<file path="src/rtl/register_file_24_if.sv">
// Register-file bus: write port, two operand read ports, debug inspection port and write counter.
// The master is the datapath/writeback side; the slave is the register file.
interface register_file_24_if #(
  parameter int WIDTH  = 24,
  parameter int ADDR_W = 4
) ();
  logic              RegWrite;
  logic [ADDR_W-1:0] WriteAddr;
  logic [WIDTH-1:0]  WriteData;
  logic [ADDR_W-1:0] ReadAddr1;
  logic [ADDR_W-1:0] ReadAddr2;
  logic [WIDTH-1:0]  ReadData1;
  logic [WIDTH-1:0]  ReadData2;
  logic [ADDR_W-1:0] DbgAddr;
  logic [WIDTH-1:0]  DbgData;
  logic [15:0]       WriteCount;

  modport master (
    output RegWrite, WriteAddr, WriteData, ReadAddr1, ReadAddr2, DbgAddr,
    input  ReadData1, ReadData2, DbgData, WriteCount
  );

  modport slave (
    input  RegWrite, WriteAddr, WriteData, ReadAddr1, ReadAddr2, DbgAddr,
    output ReadData1, ReadData2, DbgData, WriteCount
  );
endinterface

</file>
<file path="src/rtl/register_file_24.sv">
// 16 x 24-bit register file with r0 hardwired to zero, two combinational read ports,
// optional same-cycle write-to-read bypass, and a saturating committed-write counter.
module register_file_24 #(
  parameter int WIDTH  = 24,
  parameter int ADDR_W = 4,
  parameter bit BYPASS = 1'b1
) (
  input  logic                Clock,
  input  logic                Reset_n,
  register_file_24_if.slave   bus
);

  localparam int NREGS = 2 ** ADDR_W;

  logic [WIDTH-1:0] regs_q [NREGS];
  logic [15:0]      count_q, count_d;
  logic             wr_en;
  logic             byp1, byp2;

  // A write only commits to a real register; address 0 is a sink.
  assign wr_en = bus.RegWrite && (bus.WriteAddr != '0);

  // NOTE: the array is reset because the spec requires every register to read 0 after
  // reset; this rules out inferring block RAM, which is acceptable at 16 entries.
  always_ff @(posedge Clock or negedge Reset_n) begin
    if (!Reset_n) begin
      for (int i = 0; i < NREGS; i++) begin
        regs_q[i] <= '0;
      end
      count_q <= '0;
    end else begin
      // NOTE: non-blocking assignments so every register samples pre-edge values.
      if (wr_en) begin
        regs_q[bus.WriteAddr] <= bus.WriteData;
      end
      count_q <= count_d;
    end
  end

  // NOTE: default assigned first so the combinational block cannot infer a latch.
  always_comb begin
    count_d = count_q;
    if (wr_en && (count_q != 16'hFFFF)) begin
      count_d = count_q + 16'd1;
    end
  end

  // Bypass is gated with Reset_n so outputs stay 0 while reset is held.
  assign byp1 = BYPASS && Reset_n && wr_en && (bus.ReadAddr1 == bus.WriteAddr);
  assign byp2 = BYPASS && Reset_n && wr_en && (bus.ReadAddr2 == bus.WriteAddr);

  always_comb begin
    bus.ReadData1 = '0;
    bus.ReadData2 = '0;
    if (bus.ReadAddr1 != '0) begin
      bus.ReadData1 = byp1 ? bus.WriteData : regs_q[bus.ReadAddr1];
    end
    if (bus.ReadAddr2 != '0) begin
      bus.ReadData2 = byp2 ? bus.WriteData : regs_q[bus.ReadAddr2];
    end
  end

  // Debug port shows only committed state; r0 is never written so it reads 0.
  assign bus.DbgData    = regs_q[bus.DbgAddr];
  assign bus.WriteCount = count_q;

endmodule

</file>
<file path="src/flat_wrapper.sv">
// flat-port wrapper written by rule: the top's interface ports become plain ports
module register_file_24_flat 
#(
  parameter int WIDTH  = 24,
  parameter int ADDR_W = 4,
  parameter bit BYPASS = 1'b1
)
  (Clock, Reset_n, bus_RegWrite, bus_WriteAddr, bus_WriteData, bus_ReadAddr1, bus_ReadAddr2, bus_DbgAddr, bus_ReadData1, bus_ReadData2, bus_DbgData, bus_WriteCount);
  register_file_24_if #(.WIDTH(WIDTH), .ADDR_W(ADDR_W)) bus_i ();
  input  logic Clock;
  input  logic Reset_n;
  input wire logic [$bits(bus_i.RegWrite)-1:0] bus_RegWrite;
  input wire logic [$bits(bus_i.WriteAddr)-1:0] bus_WriteAddr;
  input wire logic [$bits(bus_i.WriteData)-1:0] bus_WriteData;
  input wire logic [$bits(bus_i.ReadAddr1)-1:0] bus_ReadAddr1;
  input wire logic [$bits(bus_i.ReadAddr2)-1:0] bus_ReadAddr2;
  input wire logic [$bits(bus_i.DbgAddr)-1:0] bus_DbgAddr;
  output wire logic [$bits(bus_i.ReadData1)-1:0] bus_ReadData1;
  output wire logic [$bits(bus_i.ReadData2)-1:0] bus_ReadData2;
  output wire logic [$bits(bus_i.DbgData)-1:0] bus_DbgData;
  output wire logic [$bits(bus_i.WriteCount)-1:0] bus_WriteCount;
  assign bus_i.RegWrite = bus_RegWrite;
  assign bus_i.WriteAddr = bus_WriteAddr;
  assign bus_i.WriteData = bus_WriteData;
  assign bus_i.ReadAddr1 = bus_ReadAddr1;
  assign bus_i.ReadAddr2 = bus_ReadAddr2;
  assign bus_i.DbgAddr = bus_DbgAddr;
  assign bus_ReadData1 = bus_i.ReadData1;
  assign bus_ReadData2 = bus_i.ReadData2;
  assign bus_DbgData = bus_i.DbgData;
  assign bus_WriteCount = bus_i.WriteCount;
  register_file_24 #(.WIDTH(WIDTH), .ADDR_W(ADDR_W), .BYPASS(BYPASS)) u_core (.Clock(Clock), .Reset_n(Reset_n), .bus(bus_i));
endmodule
</file>
<file path="config.mk">
export PLATFORM = sky130hd
export DESIGN_NAME = register_file_24_flat
export DESIGN_NICKNAME = d
export VERILOG_FILES = /design/src/rtl/register_file_24_if.sv /design/src/rtl/register_file_24.sv /design/src/flat_wrapper.sv
export SDC_FILE = /design/constraint.sdc
export NUM_CORES = 1
export LEC_CHECK = 0
export CAP_MARGIN = 15
export CORE_AREA = 2 2 287 289
export DETAILED_ROUTE_END_ITERATION = 7
export DIE_AREA = 0 0 289 291
export PLACE_DENSITY_LB_ADDON = 0.08
export SYNTH_ARGS = -nofsm -noshare
export SYNTH_HDL_FRONTEND = slang
export SYNTH_SLANG_ARGS = --single-unit
export TNS_END_PERCENT = 1
</file>
<file path="constraint.sdc">
create_clock -name Clock -period 5.3 [get_ports Clock]
set_input_delay 1.325 -clock Clock [delete_from_list [all_inputs] [get_ports Clock]]
set_output_delay 1.325 -clock Clock [all_outputs]
set_load 0.02 [all_outputs]
</file>
* After elaboration in Yosys (flattened, before gate mapping) *
Cells that the tools add are included.
W data, S select, Z words.

cells by class
  multiplexer cells = 16
  eq/ne operators = 3
  bitwise operators = 4
  reduce and logical (&&, ||, !) cells = 9
  add/sub/neg operators = 1
  $lt $le $gt $ge = 5

operators with widths
  operator                 number
  $bwmux W384              1
  $bmux W24 S4             3
  $mux W24                 11
  $demux W24 S4            1
  $ge A5 B5 Y1 const B     4
  $not A4 Y5               4
  $add A16 B1 Y16 const B  1
  $ne A16 B16 Y1 const B   1
  $reduce_bool A4 Y1       3
  $eq A4 B4 Y1             2
  $logic_and A1 B1 Y1      6
  $lt A5 B1 Y1 const B     1

word-level totals
  output and inout port bits = 88
  register bits after elaboration = 400
  logic and storage cells = 55
  bits of input ports = 43

* Logic depth before layout (Yosys ltp) *
  word-level depth = 6
  gate-level depth with buffers = 7
  gate-level depth less buffers = 5

* Worst setup path after synthesis *
OpenSTA, ideal clock, no wires.

  path type = input-to-output
  start point = input bus_DbgAddr[1]
  end point = output bus_DbgData[0]
  setup slack = 1079 ps
  required time = 3975 ps
  arrival = 2896 ps
  buffers on the path = 3
  stages = 5
  path through = clkbuf_1 > clkbuf_1 > buf_2 > mux4_2 > mux4_2

between the ends
  cells in the longest elaborated chain, start to end = 4

ends and longest elaborated chain
  item                                         line                    text
  start: declaration                           flat_wrapper.sv:17      input wire logic [$bits(bus_i.DbgAddr)-1:0] bus_DbgAddr;
  $not A4 Y5 (implied by the code)             register_file_24.sv:64  assign bus.DbgData = regs_q[bus.DbgAddr];
  $bmux W24 S4                                 register_file_24.sv:64
  $mux W24 (implied by the code) (2 in a row)  register_file_24.sv:64
  end: declaration                             flat_wrapper.sv:20      output wire logic [$bits(bus_i.DbgData)-1:0] bus_DbgData;

No other way between the ends. The select of a mux whose other input is x is not followed.

* Final worst setup path *
  start point = input bus_ReadAddr2[3]
  end point = output bus_ReadData2[1]

between the ends
  cells in the longest elaborated chain, start to end = 6
  elaborated cells on any way between the ends = 9
  those cells by class = eq/ne: 1; mux: 5; bitwise: 1; reduce/logical: 2

ends and longest elaborated chain
  item                                         line                    text
  start: declaration                           flat_wrapper.sv:16      input wire logic [$bits(bus_i.ReadAddr2)-1:0] bus_ReadAddr2;
  $not A4 Y5 (implied by the code)             register_file_24.sv:59  bus.ReadData2 = byp2 ? bus.WriteData : regs_q[bus.ReadAddr2];
  $bmux W24 S4                                 register_file_24.sv:59
  $mux W24 (implied by the code) (2 in a row)  register_file_24.sv:59
  $mux W24                                     register_file_24.sv:59
  $mux W24 (*)                                 register_file_24.sv:58  if (bus.ReadAddr2 != '0) begin
  end: declaration                             flat_wrapper.sv:19      output wire logic [$bits(bus_i.ReadData2)-1:0] bus_ReadData2;

Every way passes the cells marked *; elsewhere a longest branch is shown, timed or not. The select of a mux whose other input is x is not followed.

==> metrics.txt <==
post-synth cell types=42; clk root buf=clkbuf_16; synthesized cell area=24100 um^2; nets=1704; Post-DRT Antenna Nets=0; Tmin final=5.29 ns; Hold EP=u_core.regs_q[376]; post-DP HPWL=56300 um; Peak Freq=189 MHz; critical path class=in2out; Core Util, Final=35.5%; dpl ws=-0.0602 ns; Yosys top cell by area=dfrtp_1; CP peak stage delay=0.74 ns; VDD IR max=0.203 mV; post-CTS setup buffers=0; WHS Path Cells=0; cell area after placement=27100 um^2; Synth Register Bits=400; crit path cell chain=clkdlybuf4s50_1 -> buf_4 -> and2_1 -> a22oi_1 -> nand2_1 -> a22o_1 -> clkdlybuf4s50_1; hold slack=0.417 ns; total CTS buffers=52; Worst Path Required=3.97 ns; CTS H-tree lvls=2; antenna violations before repair=2; DRT Pass-1 Iters=7; Final Cycle Share=99.8%; most frequent CP cell=clkdlybuf4s50_1; GRT Total Usage=20.8%; 1st-iter DRT viols=1082; Critical R2R Capture=u_core.bus.WriteCount[12]; Clock Sinks=400; Arr. time, crit path=3.96 ns; register-to-register setup slack=3.46 ns; average wire per standard cell=31.3 um; most instantiated cells after synthesis=dfrtp_1 (400), mux4_2 (312), mux2_2 (248); Fin. Hold Viols=0; Vias per Instance=5.70; area grow syn2layout=19.7%; Yosys warning count=0; core box area=81200 um^2; max_slew headroom=30.1%; register area share after synthesis=41.5%; design area=28800 um^2; final WL=86800 um; reg2reg path depth=5; worst min path class=reg2reg; Mean Syn Cell Area=15.4 um^2; GR Overflow Total=0; GP Congestion=0.773; drt drc=0; Max Root-Sink Buffers=3; die width=289 um; via count=15785; Worst-path clk slew=0.05 ns; I/O Buffers=130; worst path bufs/invs=3; CP startpoint kind=primary input; Setup Skew=0.00869 ns; Post-Syn Nets=1608; launch point of the worst reg-to-reg path=u_core.bus.WriteCount[0]; Clock Latency Late Sink=0.60 ns; die area=84100 um^2; CTS tree=done; hold-fix buffer count after cts=0; Top Ports=131; Total Power=11.1 mW; Synth top area share=41.5%; Starting Density=29.7%; cells after synthesis=1564; Die H=291 um; actual slew at the worst max-slew pin=1.05 ns; largest net degree at the start of global routing=131; share of cells above drive strength 1=46.1%; Power Density=384 nW/um^2; family with the most delay on the worst path=buffers and inverters; ys flop type=dfrtp_1; row count=105; Crit-path slowest cell=and2_1; Pins Over Slew Limit=0; RSZ-0062 raised after global routing=true; first-pass GRT wire length=125000 um; final setup margin=0.0122 ns; asr flop ratio synth=100%; number of synthesized flops with an enable pin=0; synth top area cells=dfrtp_1 (42%), mux4_2 (29%), mux2_2 (12%); HP Start=u_core.regs_q[376]; Leakage=11.6 nW; crit path max fanout=8; Max Cap Violations=0; setup violators final=0; vias in the first global route=16852; crit end category=primary output; status=finished clean; count leader, synth=dfrtp_1
[layout make-up]
| class | count | area, um^2 |
|---|---|---|
| Antenna cell | 1 | 2.50 |
| Clock buffer | 84 | 1590 |
| Clock inverter | 9 | 80.1 |
| Fill cell | 7779 | 52300 |
| Inverter | 2 | 7.51 |
| Multi-Input combinational cell | 971 | 13300 |
| Sequential cell | 400 | 10000 |
| Tap cell | 1070 | 1340 |
| Timing Repair Buffer | 233 | 2530 |
[routing by layer]
layer	wire, um	GRT usage, %	up-vias
li1	-	-	6488
met1	37200	28.0	8578
met2	41100	33.1	550
met3	5180	4.52	165
met4	3290	7.32	4
met5	23	0	-
[layout by cell type, fill, tap and decap left out, types with 5 or more instances in the layout]
cell type / Yosys / layout
mux2_2: 248 / 248
mux4_2: 312 / 312
xnor2_1: 12 / 12
mux2_1: 115 / 115
buf_12: 0 / 36
nand2_1: 53 / 53
clkdlybuf4s50_1: 0 / 105
dfrtp_1: 400 / 400
clkinv_2: 0 / 5
nor2b_2: 0 / 5
nor2_4: 0 / 11
nand3_1: 8 / 8
dlymetal6s2s_1: 0 / 11
a22o_1: 48 / 48
clkbuf_1: 91 / 16
xor2_1: 6 / 6
buf_4: 0 / 73
clkbuf_8: 0 / 15
clkbuf_16: 0 / 53
a22oi_1: 96 / 96
[per-stage QoR]
step | std cells | setup TNS (ns)
final | 2770 | 0
after global routing | 2769 | -0.0699
after CTS | 2769 | -0.101
after detailed placement | 2676 | -0.367
after global placement | 2675 | -6.51
after floorplan | 1564 | 0
[power breakdown]
part / internal (mW) / switching, mW / total, mW
Clock: 2.08 / 1.40 / 3.48
Sequential: 3.73 / 0.659 / 4.39
Combinational: 1.90 / 1.31 / 3.21
Total: 7.72 / 3.36 / 11.1
[registers in the layout, indices dropped and copies added, names as in the netlist]
register and count:
u_core.regs_q 384, u_core.bus.WriteCount 16
[how the worst max path moves through the flow]
stage / from / endpoint / slack, ns / cells past startpoint
3_5_place_dp: bus_ReadAddr2[3] / bus_ReadData2[9] / -0.06 / 7
4_1_cts: bus_ReadAddr1[3] / bus_ReadData1[13] / -0.03 / 6
3_3_place_gp: bus_WriteAddr[3] / bus_ReadData2[13] / -0.29 / 6
5_1_grt: bus_WriteAddr[2] / bus_ReadData2[20] / -0.04 / 7
6_report: bus_ReadAddr2[3] / bus_ReadData2[1] / 0.01 / 7
2_1_floorplan: bus_DbgAddr[1] / bus_DbgData[0] / 1.08 / 5
[what timing repair did]
item                       in CTS  in global routing
gates cloned                    0                  0
setup endpoints to repair      10                 18
resized for setup               1                 13
[cells by family after synthesis]
family                     synth area share, %
buffers and inverters                     3.89
muxes                                     46.1
DFF                                       41.5
adders and majority gates               0.0519
xor gates and xnor gates                 0.654
AOI/OAI and AO/OA                         5.44
and+or+nand+nor                           2.31
No activity file was read; power rests on OpenSTA's default activity.
